## src/rtl/hilo_ctrl_pkg.sv

```systemverilog
// Shared definitions for the HI/LO sequencer: op codes, FSM states, latencies and
// op-class decode helpers.
package hilo_ctrl_pkg;

    localparam int unsigned HILO_W    = 32;
    localparam int unsigned DIV_LAT   = 34;
    localparam int unsigned DIV_ITERS = DIV_LAT - 2;

    typedef enum logic [2:0] {
        HILO_NOP   = 3'd0,
        HILO_MULT  = 3'd1,
        HILO_MULTU = 3'd2,
        HILO_DIV   = 3'd3,
        HILO_DIVU  = 3'd4,
        HILO_MTHI  = 3'd5,
        HILO_MTLO  = 3'd6
    } hilo_op_e;

    typedef enum logic [2:0] {
        StIdle = 3'd0,
        StMtx  = 3'd1,
        StMul  = 3'd2,
        StDiv  = 3'd3,
        StWb   = 3'd4
    } hilo_state_e;

    typedef struct packed {
        logic [2:0]        op;
        logic [HILO_W-1:0] rs;
        logic [HILO_W-1:0] rt;
    } hilo_req_t;

    function automatic logic op_is_req(input logic [2:0] op);
        return (op >= 3'd1) && (op <= 3'd6);
    endfunction

    function automatic logic op_is_mul(input logic [2:0] op);
        return (op == HILO_MULT) || (op == HILO_MULTU);
    endfunction

    function automatic logic op_is_div(input logic [2:0] op);
        return (op == HILO_DIV) || (op == HILO_DIVU);
    endfunction

    function automatic logic op_is_signed(input logic [2:0] op);
        return (op == HILO_MULT) || (op == HILO_DIV);
    endfunction

    // MTHI/MTLO write back one cycle after accept, so they go straight to WB.
    function automatic hilo_state_e op_next_state(input logic [2:0] op);
        if (op_is_mul(op)) return StMul;
        if (op_is_div(op)) return StDiv;
        if ((op == HILO_MTHI) || (op == HILO_MTLO)) return StWb;
        return StIdle;
    endfunction

endpackage

```

## src/rtl/hilo_ctrl_if.sv

```systemverilog
// Issue-slot request and HI/LO write-port bundle between the EX stage and hilo_ctrl.
interface hilo_ctrl_if;
    import hilo_ctrl_pkg::*;

    logic              flush;
    logic [2:0]        op_i1;
    logic [HILO_W-1:0] rs_i1;
    logic [HILO_W-1:0] rt_i1;
    logic [2:0]        op_i2;
    logic [HILO_W-1:0] rs_i2;
    logic [HILO_W-1:0] rt_i2;
    logic              hi_we;
    logic              lo_we;
    logic [HILO_W-1:0] hi_o;
    logic [HILO_W-1:0] lo_o;
    logic              stall;
    logic              busy;

    modport master (
        output flush, op_i1, rs_i1, rt_i1, op_i2, rs_i2, rt_i2,
        input  hi_we, lo_we, hi_o, lo_o, stall, busy
    );

    modport slave (
        input  flush, op_i1, rs_i1, rt_i1, op_i2, rs_i2, rt_i2,
        output hi_we, lo_we, hi_o, lo_o, stall, busy
    );

endinterface

```

## src/rtl/hilo_ctrl_div_iter.sv

```systemverilog
// Unsigned restoring divider, one quotient bit per cycle; o_done pulses the cycle
// after the last iteration with quotient/remainder valid.
module hilo_ctrl_div_iter
    import hilo_ctrl_pkg::*;
#(
    parameter int unsigned DATA_W = 32
) (
    input  logic              clk,
    input  logic              rst,
    input  logic              i_start,
    input  logic              i_abort,
    input  logic [DATA_W-1:0] i_dividend,
    input  logic [DATA_W-1:0] i_divisor,
    output logic              o_done,
    output logic [DATA_W-1:0] o_quo,
    output logic [DATA_W-1:0] o_rem
);

    localparam int unsigned CntW = $clog2(DATA_W + 1);

    logic              r_busy;
    logic              r_done;
    logic [CntW-1:0]   r_cnt;
    logic [DATA_W-1:0] r_quo;
    logic [DATA_W-1:0] r_rem;
    logic [DATA_W-1:0] r_div;

    logic [DATA_W:0]   w_shift;
    logic [DATA_W+1:0] w_diff;
    logic              w_neg;

    assign w_shift = {r_rem, r_quo[DATA_W-1]};
    assign w_diff  = {1'b0, w_shift} - {2'b00, r_div};
    assign w_neg   = w_diff[DATA_W+1];

    always_ff @(posedge clk) begin
        if (rst || i_abort) begin
            r_busy <= 1'b0;
            r_done <= 1'b0;
            r_cnt  <= '0;
        end else begin
            r_done <= 1'b0;
            if (i_start) begin
                r_busy <= 1'b1;
                r_cnt  <= CntW'(DATA_W);
                r_quo  <= i_dividend;
                r_rem  <= '0;
                r_div  <= i_divisor;
            end else if (r_busy) begin
                // Zero divisor never goes negative: quotient fills with ones, remainder = dividend.
                r_quo <= {r_quo[DATA_W-2:0], ~w_neg};
                r_rem <= w_neg ? w_shift[DATA_W-1:0] : w_diff[DATA_W-1:0];
                r_cnt <= r_cnt - CntW'(1);
                if (r_cnt == CntW'(1)) begin
                    r_busy <= 1'b0;
                    r_done <= 1'b1;
                end
            end
        end
    end

    assign o_done = r_done;
    assign o_quo  = r_quo;
    assign o_rem  = r_rem;

endmodule

```

## src/rtl/hilo_ctrl.sv

```systemverilog
// HI/LO sequencer: serialises MULT/DIV/MTx requests from both issue slots and emits
// one registered HI/LO write pulse per op, stalling the pipeline while busy.
module hilo_ctrl
    import hilo_ctrl_pkg::*;
#(
    parameter int unsigned DATA_W  = 32,
    parameter int unsigned MUL_LAT = 2
) (
    input  logic       clk,
    input  logic       rst,
    hilo_ctrl_if.slave hl
);

    localparam int unsigned MulStages = MUL_LAT - 1;
    localparam int unsigned CntW      = $clog2(MUL_LAT) + 1;

    hilo_state_e r_state;
    hilo_state_e w_state_nxt;

    logic      w_req1;
    logic      w_req2;
    hilo_req_t w_slot1;
    hilo_req_t w_slot2;
    hilo_req_t w_sel;
    hilo_req_t w_st;
    hilo_req_t r_pend;
    logic      r_pend_v;
    logic      w_start;

    assign w_req1  = op_is_req(hl.op_i1);
    assign w_req2  = op_is_req(hl.op_i2);
    assign w_slot1 = {hl.op_i1, hl.rs_i1, hl.rt_i1};
    assign w_slot2 = {hl.op_i2, hl.rs_i2, hl.rt_i2};
    assign w_sel   = w_req1 ? w_slot1 : w_slot2;

    // An op starts either from the slots in IDLE or from pending during WB.
    assign w_st    = (r_state == StWb) ? r_pend : w_sel;
    assign w_start = !hl.flush &&
                     (((r_state == StIdle) && (w_req1 || w_req2)) ||
                      ((r_state == StWb) && r_pend_v));

    always_ff @(posedge clk) begin
        if (rst || hl.flush) begin
            r_pend_v <= 1'b0;
            r_pend   <= '0;
        end else if ((r_state == StIdle) && w_req1 && w_req2) begin
            r_pend_v <= 1'b1;
            r_pend   <= w_slot2;
        end else if (r_state == StWb) begin
            r_pend_v <= 1'b0;
        end
    end

    logic              w_sgn;
    logic              w_a_neg;
    logic              w_b_neg;
    logic [2*DATA_W-1:0] w_mul_a;
    logic [2*DATA_W-1:0] w_mul_b;
    logic [2*DATA_W-1:0] w_prod;
    logic [2*DATA_W-1:0] r_mul_pipe [MulStages];
    logic [CntW-1:0]     r_mul_cnt;

    assign w_sgn   = op_is_signed(w_st.op);
    assign w_a_neg = w_sgn & w_st.rs[DATA_W-1];
    assign w_b_neg = w_sgn & w_st.rt[DATA_W-1];
    assign w_mul_a = {{DATA_W{w_a_neg}}, w_st.rs};
    assign w_mul_b = {{DATA_W{w_b_neg}}, w_st.rt};
    assign w_prod  = w_mul_a * w_mul_b;

    always_ff @(posedge clk) begin
        if (w_start && op_is_mul(w_st.op)) begin
            r_mul_pipe[0] <= w_prod;
            r_mul_cnt     <= CntW'(MUL_LAT - 2);
        end else if (r_state == StMul) begin
            r_mul_cnt <= r_mul_cnt - CntW'(1);
        end
        for (int i = 1; i < MulStages; i++) begin
            r_mul_pipe[i] <= r_mul_pipe[i-1];
        end
    end

    logic              w_div_start;
    logic              w_div_done;
    logic [DATA_W-1:0] w_div_a;
    logic [DATA_W-1:0] w_div_b;
    logic [DATA_W-1:0] w_div_quo;
    logic [DATA_W-1:0] w_div_rem;
    logic              r_q_neg;
    logic              r_r_neg;

    assign w_div_start = w_start && op_is_div(w_st.op);
    assign w_div_a     = w_a_neg ? -w_st.rs : w_st.rs;
    assign w_div_b     = w_b_neg ? -w_st.rt : w_st.rt;

    always_ff @(posedge clk) begin
        if (w_div_start) begin
            r_q_neg <= w_a_neg ^ w_b_neg;
            r_r_neg <= w_a_neg;
        end
    end

    hilo_ctrl_div_iter #(
        .DATA_W(DATA_W)
    ) u_div (
        .clk       (clk),
        .rst       (rst),
        .i_start   (w_div_start),
        .i_abort   (hl.flush),
        .i_dividend(w_div_a),
        .i_divisor (w_div_b),
        .o_done    (w_div_done),
        .o_quo     (w_div_quo),
        .o_rem     (w_div_rem)
    );

    always_ff @(posedge clk) begin
        if (rst) begin
            r_state <= StIdle;
        end else begin
            r_state <= w_state_nxt;
        end
    end

    always_comb begin
        w_state_nxt = r_state;
        case (r_state)
            StIdle:  if (w_start) w_state_nxt = op_next_state(w_st.op);
            StMul:   if (r_mul_cnt == '0) w_state_nxt = StWb;
            StDiv:   if (w_div_done) w_state_nxt = StWb;
            StWb:    w_state_nxt = w_start ? op_next_state(w_st.op) : StIdle;
            default: w_state_nxt = StIdle;
        endcase
        if (hl.flush) w_state_nxt = StIdle;
    end

    logic              w_hi_we;
    logic              w_lo_we;
    logic [DATA_W-1:0] w_hi;
    logic [DATA_W-1:0] w_lo;
    logic              w_stall;
    logic              w_busy;
    logic              r_hi_we;
    logic              r_lo_we;
    logic [DATA_W-1:0] r_hi;
    logic [DATA_W-1:0] r_lo;

    always_comb begin
        w_hi_we = 1'b0;
        w_lo_we = 1'b0;
        w_hi    = r_hi;
        w_lo    = r_lo;
        if (w_start && (w_st.op == HILO_MTHI)) begin
            w_hi_we = 1'b1;
            w_hi    = w_st.rs;
        end
        if (w_start && (w_st.op == HILO_MTLO)) begin
            w_lo_we = 1'b1;
            w_lo    = w_st.rs;
        end
        if (!hl.flush && (r_state == StMul) && (r_mul_cnt == '0)) begin
            w_hi_we      = 1'b1;
            w_lo_we      = 1'b1;
            {w_hi, w_lo} = r_mul_pipe[MulStages-1];
        end
        if (!hl.flush && (r_state == StDiv) && w_div_done) begin
            w_hi_we = 1'b1;
            w_lo_we = 1'b1;
            w_lo    = r_q_neg ? -w_div_quo : w_div_quo;
            w_hi    = r_r_neg ? -w_div_rem : w_div_rem;
        end
        if (r_state == StIdle) begin
            w_stall = !hl.flush && (w_req1 || w_req2) &&
                      ((w_req1 && w_req2) || op_is_mul(w_sel.op) || op_is_div(w_sel.op));
        end else begin
            w_stall = (r_state != StWb) || r_pend_v;
        end
        w_busy = (r_state != StIdle);
    end

    always_ff @(posedge clk) begin
        if (rst) begin
            r_hi_we <= 1'b0;
            r_lo_we <= 1'b0;
            r_hi    <= '0;
            r_lo    <= '0;
        end else begin
            r_hi_we <= w_hi_we;
            r_lo_we <= w_lo_we;
            r_hi    <= w_hi;
            r_lo    <= w_lo;
        end
    end

    assign hl.hi_we = r_hi_we;
    assign hl.lo_we = r_lo_we;
    assign hl.hi_o  = r_hi;
    assign hl.lo_o  = r_lo;
    assign hl.stall = w_stall;
    assign hl.busy  = w_busy;

endmodule

```

## src/flat_wrapper.sv

```systemverilog
// flat-port wrapper written by rule: the top's interface ports become plain ports
module hilo_ctrl_flat import hilo_ctrl_pkg::*;
#(
    parameter int unsigned DATA_W  = 32,
    parameter int unsigned MUL_LAT = 2
)
  (clk, rst, hl_flush, hl_op_i1, hl_rs_i1, hl_rt_i1, hl_op_i2, hl_rs_i2, hl_rt_i2, hl_hi_we, hl_lo_we, hl_hi_o, hl_lo_o, hl_stall, hl_busy);
  hilo_ctrl_if hl_i ();
  input  logic clk;
  input  logic rst;
  input wire logic [$bits(hl_i.flush)-1:0] hl_flush;
  input wire logic [$bits(hl_i.op_i1)-1:0] hl_op_i1;
  input wire logic [$bits(hl_i.rs_i1)-1:0] hl_rs_i1;
  input wire logic [$bits(hl_i.rt_i1)-1:0] hl_rt_i1;
  input wire logic [$bits(hl_i.op_i2)-1:0] hl_op_i2;
  input wire logic [$bits(hl_i.rs_i2)-1:0] hl_rs_i2;
  input wire logic [$bits(hl_i.rt_i2)-1:0] hl_rt_i2;
  output wire logic [$bits(hl_i.hi_we)-1:0] hl_hi_we;
  output wire logic [$bits(hl_i.lo_we)-1:0] hl_lo_we;
  output wire logic [$bits(hl_i.hi_o)-1:0] hl_hi_o;
  output wire logic [$bits(hl_i.lo_o)-1:0] hl_lo_o;
  output wire logic [$bits(hl_i.stall)-1:0] hl_stall;
  output wire logic [$bits(hl_i.busy)-1:0] hl_busy;
  assign hl_i.flush = hl_flush;
  assign hl_i.op_i1 = hl_op_i1;
  assign hl_i.rs_i1 = hl_rs_i1;
  assign hl_i.rt_i1 = hl_rt_i1;
  assign hl_i.op_i2 = hl_op_i2;
  assign hl_i.rs_i2 = hl_rs_i2;
  assign hl_i.rt_i2 = hl_rt_i2;
  assign hl_hi_we = hl_i.hi_we;
  assign hl_lo_we = hl_i.lo_we;
  assign hl_hi_o = hl_i.hi_o;
  assign hl_lo_o = hl_i.lo_o;
  assign hl_stall = hl_i.stall;
  assign hl_busy = hl_i.busy;
  hilo_ctrl #(.DATA_W(DATA_W), .MUL_LAT(MUL_LAT)) u_core (.clk(clk), .rst(rst), .hl(hl_i));
endmodule
```

## config.mk

```make
export PLATFORM = sky130hd
export DESIGN_NAME = hilo_ctrl_flat
export DESIGN_NICKNAME = d
export VERILOG_FILES = /design/src/rtl/hilo_ctrl_pkg.sv /design/src/rtl/hilo_ctrl_if.sv /design/src/rtl/hilo_ctrl_div_iter.sv /design/src/rtl/hilo_ctrl.sv /design/src/flat_wrapper.sv
export SDC_FILE = /design/constraint.sdc
export NUM_CORES = 2
export LEC_CHECK = 0
export BUFFER_PORTS_ARGS = -buffer_cell sky130_fd_sc_hd__buf_2
export CAP_MARGIN = 30
export CORE_MARGIN = 4
export CORE_UTILIZATION = 35
export DETAILED_ROUTE_END_ITERATION = 16
export PLACE_DENSITY = 0.58
export SLEW_MARGIN = 30
export SYNTH_ARGS = -nofsm -noshare
export SYNTH_HDL_FRONTEND = slang
export SYNTH_SLANG_ARGS = --single-unit
```

## constraint.sdc

```tcl
create_clock -name clk -period 22.4 [get_ports clk]
set_clock_uncertainty 0.2 [all_clocks]
set_input_delay 1.12 -clock clk [delete_from_list [all_inputs] [get_ports clk]]
set_output_delay 1.12 -clock clk [all_outputs]
set_load 0.02 [all_outputs]
```

-- Word level (Yosys, flattened, before mapping)
Memories as Yosys holds them, arrays and structs flattened.
Cells that the tools add are included.
- multipliers: 1
- $add $sub $neg: 7
- equality and inequality tests: 18
- bitwise operators: 6
- div/mod/pow operators: 0
- $lt $le $gt $ge: 4
- shift-type cells: 0
- mux-type cells: 65
- reduce and logical (&&, ||, !) cells: 44
- operators with widths (cell ; count):
    $mux 32 ; 14
    $mux 67 ; 2
    $neg 32->32 ; 4
    $mul 33x33->64 ; 1
    $mux 3 ; 13
    $sub 33x32->34 ; 1
    $mux 1 ; 33
    $eq 3x2->1 const B ; 6
    $logic_and 1x1->1 ; 18
    $eq 3x3->1 const B ; 5
    $logic_or 1x1->1 ; 12
    $mux 6 ; 2
    $pmux 3 s4 ; 1
    $reduce_bool 3->1 ; 3
    $eq 3x1->1 const B ; 2
    $eq 6x1->1 const B ; 1
    $ge 3x1->1 const B ; 2
    $le 3x3->1 const B ; 2
    $sub 6x1->6 const B ; 1
    $ne 2x2->1 const B ; 2
    $reduce_and 2->1 ; 2
    $reduce_bool 2->1 ; 2
    $reduce_or 2->1 ; 2
    $logic_not 3->1 ; 1
    other kinds (10) ; 13
- word-level logic and storage cells: 165
- ROM bits: 0
- memories: 1
- output and inout port bits: 68
- RAM bits: 64
- input bits: 137
- register bits: 245
- bits in latches: 0
- memories (memory ; words ; bits a word ; read ports ; clocked after memory_dff ; wr ports ; RTL line ; source):
    u_core.r_mul_pipe ; 1 ; 64 ; 1 ; 0 ; 1 ; hilo_ctrl.sv:60 ; logic [2*DATA_W-1:0] r_mul_pipe [MulStages];

-- Longest topological paths before layout
- depth after elaboration: 21
- gate-level depth with buffers: 38
- depth with buffers taken out: 33

-- Hierarchy
From an unflattened synthesis, not the netlist that was laid out.
- cell total of the unflattened synthesis: 6351
- area, all modules: 55587.1 µm²
- by module, submodules not included (module ; sequential area each (µm²) ; area each (µm²) ; cells an instance ; times used):
    hilo_ctrl ; 4764.6 ; 49363.6 ; 5781 ; 1
    hilo_ctrl_div_iter ; 3042.9 ; 6223.5 ; 570 ; 1

-- Worst setup path after synthesis
Ideal clock, no wire load.
- path kind: input -> register
- start: input hl_op_i1[1]
- end: memory u_core.r_mul_pipe[0][62] (netlist name), data pin
- slack: 12164 ps
- stages: 33
- library setup time: 180 ps
- arrival: 9856 ps
- data required time: 22020 ps
- buffers on the path: 4
- cell sequence: buf_2 -> or3_1 -> buf_4 -> nand2_1 -> buf_2 -> nand2_1 -> a31oi_4 -> nand2_1 -> inv_2 -> buf_2 -> nand2_1 -> inv_1 -> fa_1 -> fa_1 -> fa_1 -> inv_1 -> fa_1 -> inv_1 -> fa_1 -> fa_1 -> inv_1 -> fa_1 -> fa_1 -> inv_1 -> ha_1 -> and3_1 -> nand2_1 -> nor2_1 -> nand4_1 -> a21oi_1 -> nor3_1 -> or3_1 -> o311ai_1
- word-level cells in the longest chain between the ends: 8
- elaborated cells on any way between the ends: 11
- classes of those cells: mul: 1; order compare: 2; eq/ne: 2; mux: 2; bitwise: 2; reduce/logical: 2
- RTL lines (element ; RTL line ; source):
    start: declaration ; flat_wrapper.sv:12 ; input wire logic [$bits(hl_i.op_i1)-1:0] hl_op_i1;
    $ge 3x1->1 / $le 3x3->1 (equally long branches) ; hilo_ctrl_pkg.sv:34 ; return (op >= 3'd1) && (op <= 3'd6);
    $logic_and 1x1->1 ; hilo_ctrl_pkg.sv:34 ;
    $mux 67 (*) ; hilo_ctrl.sv:34 ; assign w_sel = w_req1 ? w_slot1 : w_slot2;
    $mux 67 (*) ; hilo_ctrl.sv:37 ; assign w_st = (r_state == StWb) ? r_pend : w_sel;
    $eq 3x1->1 / $eq 3x2->1 (equally long branches) ; hilo_ctrl_pkg.sv:46 ; return (op == HILO_MULT) || (op == HILO_DIV);
    $logic_or 1x1->1 ; hilo_ctrl_pkg.sv:46 ;
    $and 1x1->1 (*) ; hilo_ctrl.sv:64 ; assign w_a_neg = w_sgn & w_st.rs[DATA_W-1];
    via u_core.w_a_neg ; hilo_ctrl.sv:55 ; logic w_a_neg;
    $mul 33x33->64 (*) ; hilo_ctrl.sv:68 ; assign w_prod = w_mul_a * w_mul_b;
    via u_core.w_prod[62] ; hilo_ctrl.sv:59 ; logic [2*DATA_W-1:0] w_prod;
    end: declaration ; hilo_ctrl.sv:60 ;
Mark *: on every way through the listed nets, which the timed path passes. The rest lies on a longest branch.

-- Worst setup path after layout
- start: register u_core.r_state[0]
- end: memory u_core.r_mul_pipe[0][63] (netlist name), data pin
- word-level cells in the longest chain between the ends: 6
- elaborated cells on any way between the ends: 8
- classes of those cells: mul: 1; eq/ne: 3; mux: 1; bitwise: 2; reduce/logical: 1
- RTL lines (element ; RTL line ; source):
    start: declaration ; hilo_ctrl.sv:17 ; hilo_state_e r_state;
    start signal: assignment ; hilo_ctrl.sv:118 ; r_state <= StIdle;
    start signal: assignment ; hilo_ctrl.sv:120 ; r_state <= w_state_nxt;
    $eq 3x3->1 (*) ; hilo_ctrl.sv:37 ;
    $mux 67 (*) ; hilo_ctrl.sv:37 ;
    $eq 3x1->1 / $eq 3x2->1 (equally long branches) ; hilo_ctrl_pkg.sv:46 ;
    $logic_or 1x1->1 ; hilo_ctrl_pkg.sv:46 ;
    $and 1x1->1 (on tied branches) ; hilo_ctrl.sv:64, hilo_ctrl.sv:65 ;
    $mul 33x33->64 (*) ; hilo_ctrl.sv:68 ;
    via u_core.w_prod[63] ; hilo_ctrl.sv:59 ;
Marks and branches as above.

==> run metrics <==
crit path max fanout=54; post_cts resized=0; Yosys Warn Count=0; top post-synthesis cells by area=fa_1 41%, edfxtp_1 8.8%, inv_1 8.1%; number of synthesized register bits=309; Area Growth Syn to Fin=8.70%; average wire per standard cell=23.6 um; CTS H-tree depth=2; worst hold stages=2; vias per std cell=5.36; I/O pin cnt=205; Detail Placement HPWL=152 mm; Crit. path cell count=29; largest net degree at the start of global routing=78; Core Footprint=0.157 mm^2; I/O Buffers=204; Worst Path Arrival=13,110 ps; sequential area share after synthesis=14.1%; crit share post-route=58.2%; required time of the critical path=22,480 ps; Synth top area share=40.7%; Yosys cell types=94; RSZ-0062 raised after global routing=false; starting DRC count in detailed routing=4,623; endpoints failing hold=0; setup_tns=0 ps; Starting Density=35.4%; worst slew pin tran=1020 ps; Worst R2R Path Depth=29; die width=406 um; commonest non-fill, non-tap cells in the layout=1,191 x inv_1, 1,139 x nand2_1, 1,126 x fa_1; Tot GR Track Use=24.1%; post-CTS setup buffers=0; final antenna-violating net count=0; Min Clock Period, post-route=13,030 ps; via count=45,100; final wirelength=198 mm; Worst-Skew Late Latency=560 ps; num rows=145; Post-synth EDFFs=162; vias in the first global route=45,900; kind of critical path=reg -> reg; Cells after Synth=6,313; Buf/Inv on CP=9; biggest area consumer among synthesized cells=fa_1; Clock Tree Root=clkbuf_16; final-stage net count=7,833; die footprint=0.165 mm^2; Fmax achieved=0.0768 GHz; drt pass-1 iters=6; CP top delay family=adder cells; Post-synth ARST share=0%; DRC viols=0; max incr delay on CP=1210 ps; slew margin rel.=30.4%; startpoint types=flip-flop; GRT overflow=0; Setup-failing EPs final=0; proportion of layout cells with a drive suffix above 1=8.33%; hold buffer count at CTS=0; Cell Area, Synth=0.0554 mm^2; Num Clock Sinks=309; slowest CP cell=fa_1; initial antenna violation count=14; GPL Wtd Cong=0.951; status=complete, no violations; Most common cell on crit path=fa_1; Synth Flop Type=edfxtp_1; syn_nets=7,827; Crit. End Element=flip-flop; post-synthesis average cell area=8.78 um^2; hold crit path type=reg -> reg; clk buf depth=3; Chip Height=406 um; first-pass GRT wire length=297 mm; TritonCTS buffer count=38; TritonCTS clock tree=yes; max cap viols=0; most common cell after layout, fill and taps aside=inv_1; Final Max Tran Viols=0; clk slew on worst S/H paths=60 ps
-- worst paths after layout --
path	endpoint	slack, ps	startpoint
worst max-delay path	u_core.r_mul_pipe[0][63]$_DFFE_PP_	9370	u_core.r_state[0]$_SDFFE_PP0P_
worst min-delay path	u_core.hl.lo_o[30]$_SDFFE_PP0P_	250	u_core.hl.lo_o[30]$_SDFFE_PP0P_
worst max register to register	u_core.r_mul_pipe[0][63]$_DFFE_PP_	9370	u_core.r_state[0]$_SDFFE_PP0P_
worst min register to register	u_core.hl.lo_o[30]$_SDFFE_PP0P_	250	u_core.hl.lo_o[30]$_SDFFE_PP0P_
-- worst register-to-register path, delay by kind of cell (launching register included) --
| kind | cells | cell delay [ps] |
|---|---|---|
| adder cells (fa/ha/maj) | 9 | 5330 |
| buffers and inverters | 9 | 2820 |
| AND/OR/NAND/NOR | 6 | 2230 |
| AO/OA/AOI/OAI | 4 | 1520 |
| flip-flops | 1 | 560 |
| XOR/XNOR | 1 | 100 |
-- cell usage after synthesis (6+ instances only) --
cell         n
inv_1     1191
nand2_1   1141
fa_1      1126
nor2_1     523
a21oi_1    300
clkbuf_1   272
ha_1       251
edfxtp_1   162
dfxtp_1    147
xnor2_1    144
o21ai_0    115
a211oi_1   113
xor2_1      74
nand3_1     60
nor3_1      55
buf_2       53
a31oi_1     41
a21o_1      40
and2_1      39
a31o_2      36
o31ai_1     30
and3_1      27
nand2b_1    25
o21a_1      24
o21ai_1     23
nor2b_1     22
o211ai_1    19
a31oi_2     18
nand4_1     15
or2_2       15
mux2i_1     14
or3_1       14
nor4_1      13
buf_1       12
o21bai_1     9
or4_1        8
o41ai_1      7
a211o_1      6
buf_4        6
nand3b_1     6
nor3b_1      6
o22ai_1      6
-- final cells by class --
type,count,area [um^2]
inverters,1194,4480
clock inverters,3,15.0
diodes,5,12.5
flip-flops and latches,309,7810
well taps,2058,2570
repair buffers,315,1870
multi-input cells,4461,42300
fillers,15900,96500
clock buffers,65,1180
-- through the flow --
stage / area, um^2 / util [%] / hold slack, ps / setup slack, ps / instances
after global routing: 60200 / 38.4 / 270 / 8900 / 8406
final: 60300 / 38.4 / 252 / 9370 / 8410
after floorplan: 55400 / - / 237 / 12160 / 6313
after CTS: 60200 / 38.4 / 250 / 9500 / 8404
after global placement: 59000 / 37.6 / 240 / 9050 / 8335
after detailed placement: 59000 / 37.7 / 242 / 9320 / 8336
-- layer usage --
metal	track usage [%]	routed length (um)	vias up
li1	-	-	19500
met3	4.37	19300	305
met5	0	0	-
met2	38.2	88900	2134
met4	7.45	7010	0
met1	33.7	82900	23200
-- flip-flops by register name (all words and copies together), names as in the netlist, 2 cells and up --
| register | flops |
|---|---|
| u_core.u_div.r_div | 32 |
| u_core.u_div.o_quo | 32 |
| u_core.r_mul_cnt | 2 |
| u_core.u_div.r_cnt | 6 |
| u_core.r_pend | 67 |
| u_core.r_mul_pipe | 64 |
| u_core.hl.lo_o | 32 |
| u_core.u_div.o_rem | 32 |
| u_core.hl.hi_o | 32 |
| u_core.r_state | 3 |
-- cell families (layout without fill, tap and decap cells) --
family,count (synthesis),count (layout),synth area share (%)
muxes,17,17,0.314
adders and majority gates,1377,1377,46.3
DFF,309,309,14.1
other,0,5,0
buffers and inverters,1543,1577,10.7
xor gates and xnor gates,218,218,3.44
and+or+nand+nor,2004,2004,15.2
AOI/OAI and AO/OA,845,845,9.90
Power is left out: the tool's default activity adds up to more than one toggle a clock period on the data nets, which glitch-free logic cannot reach.
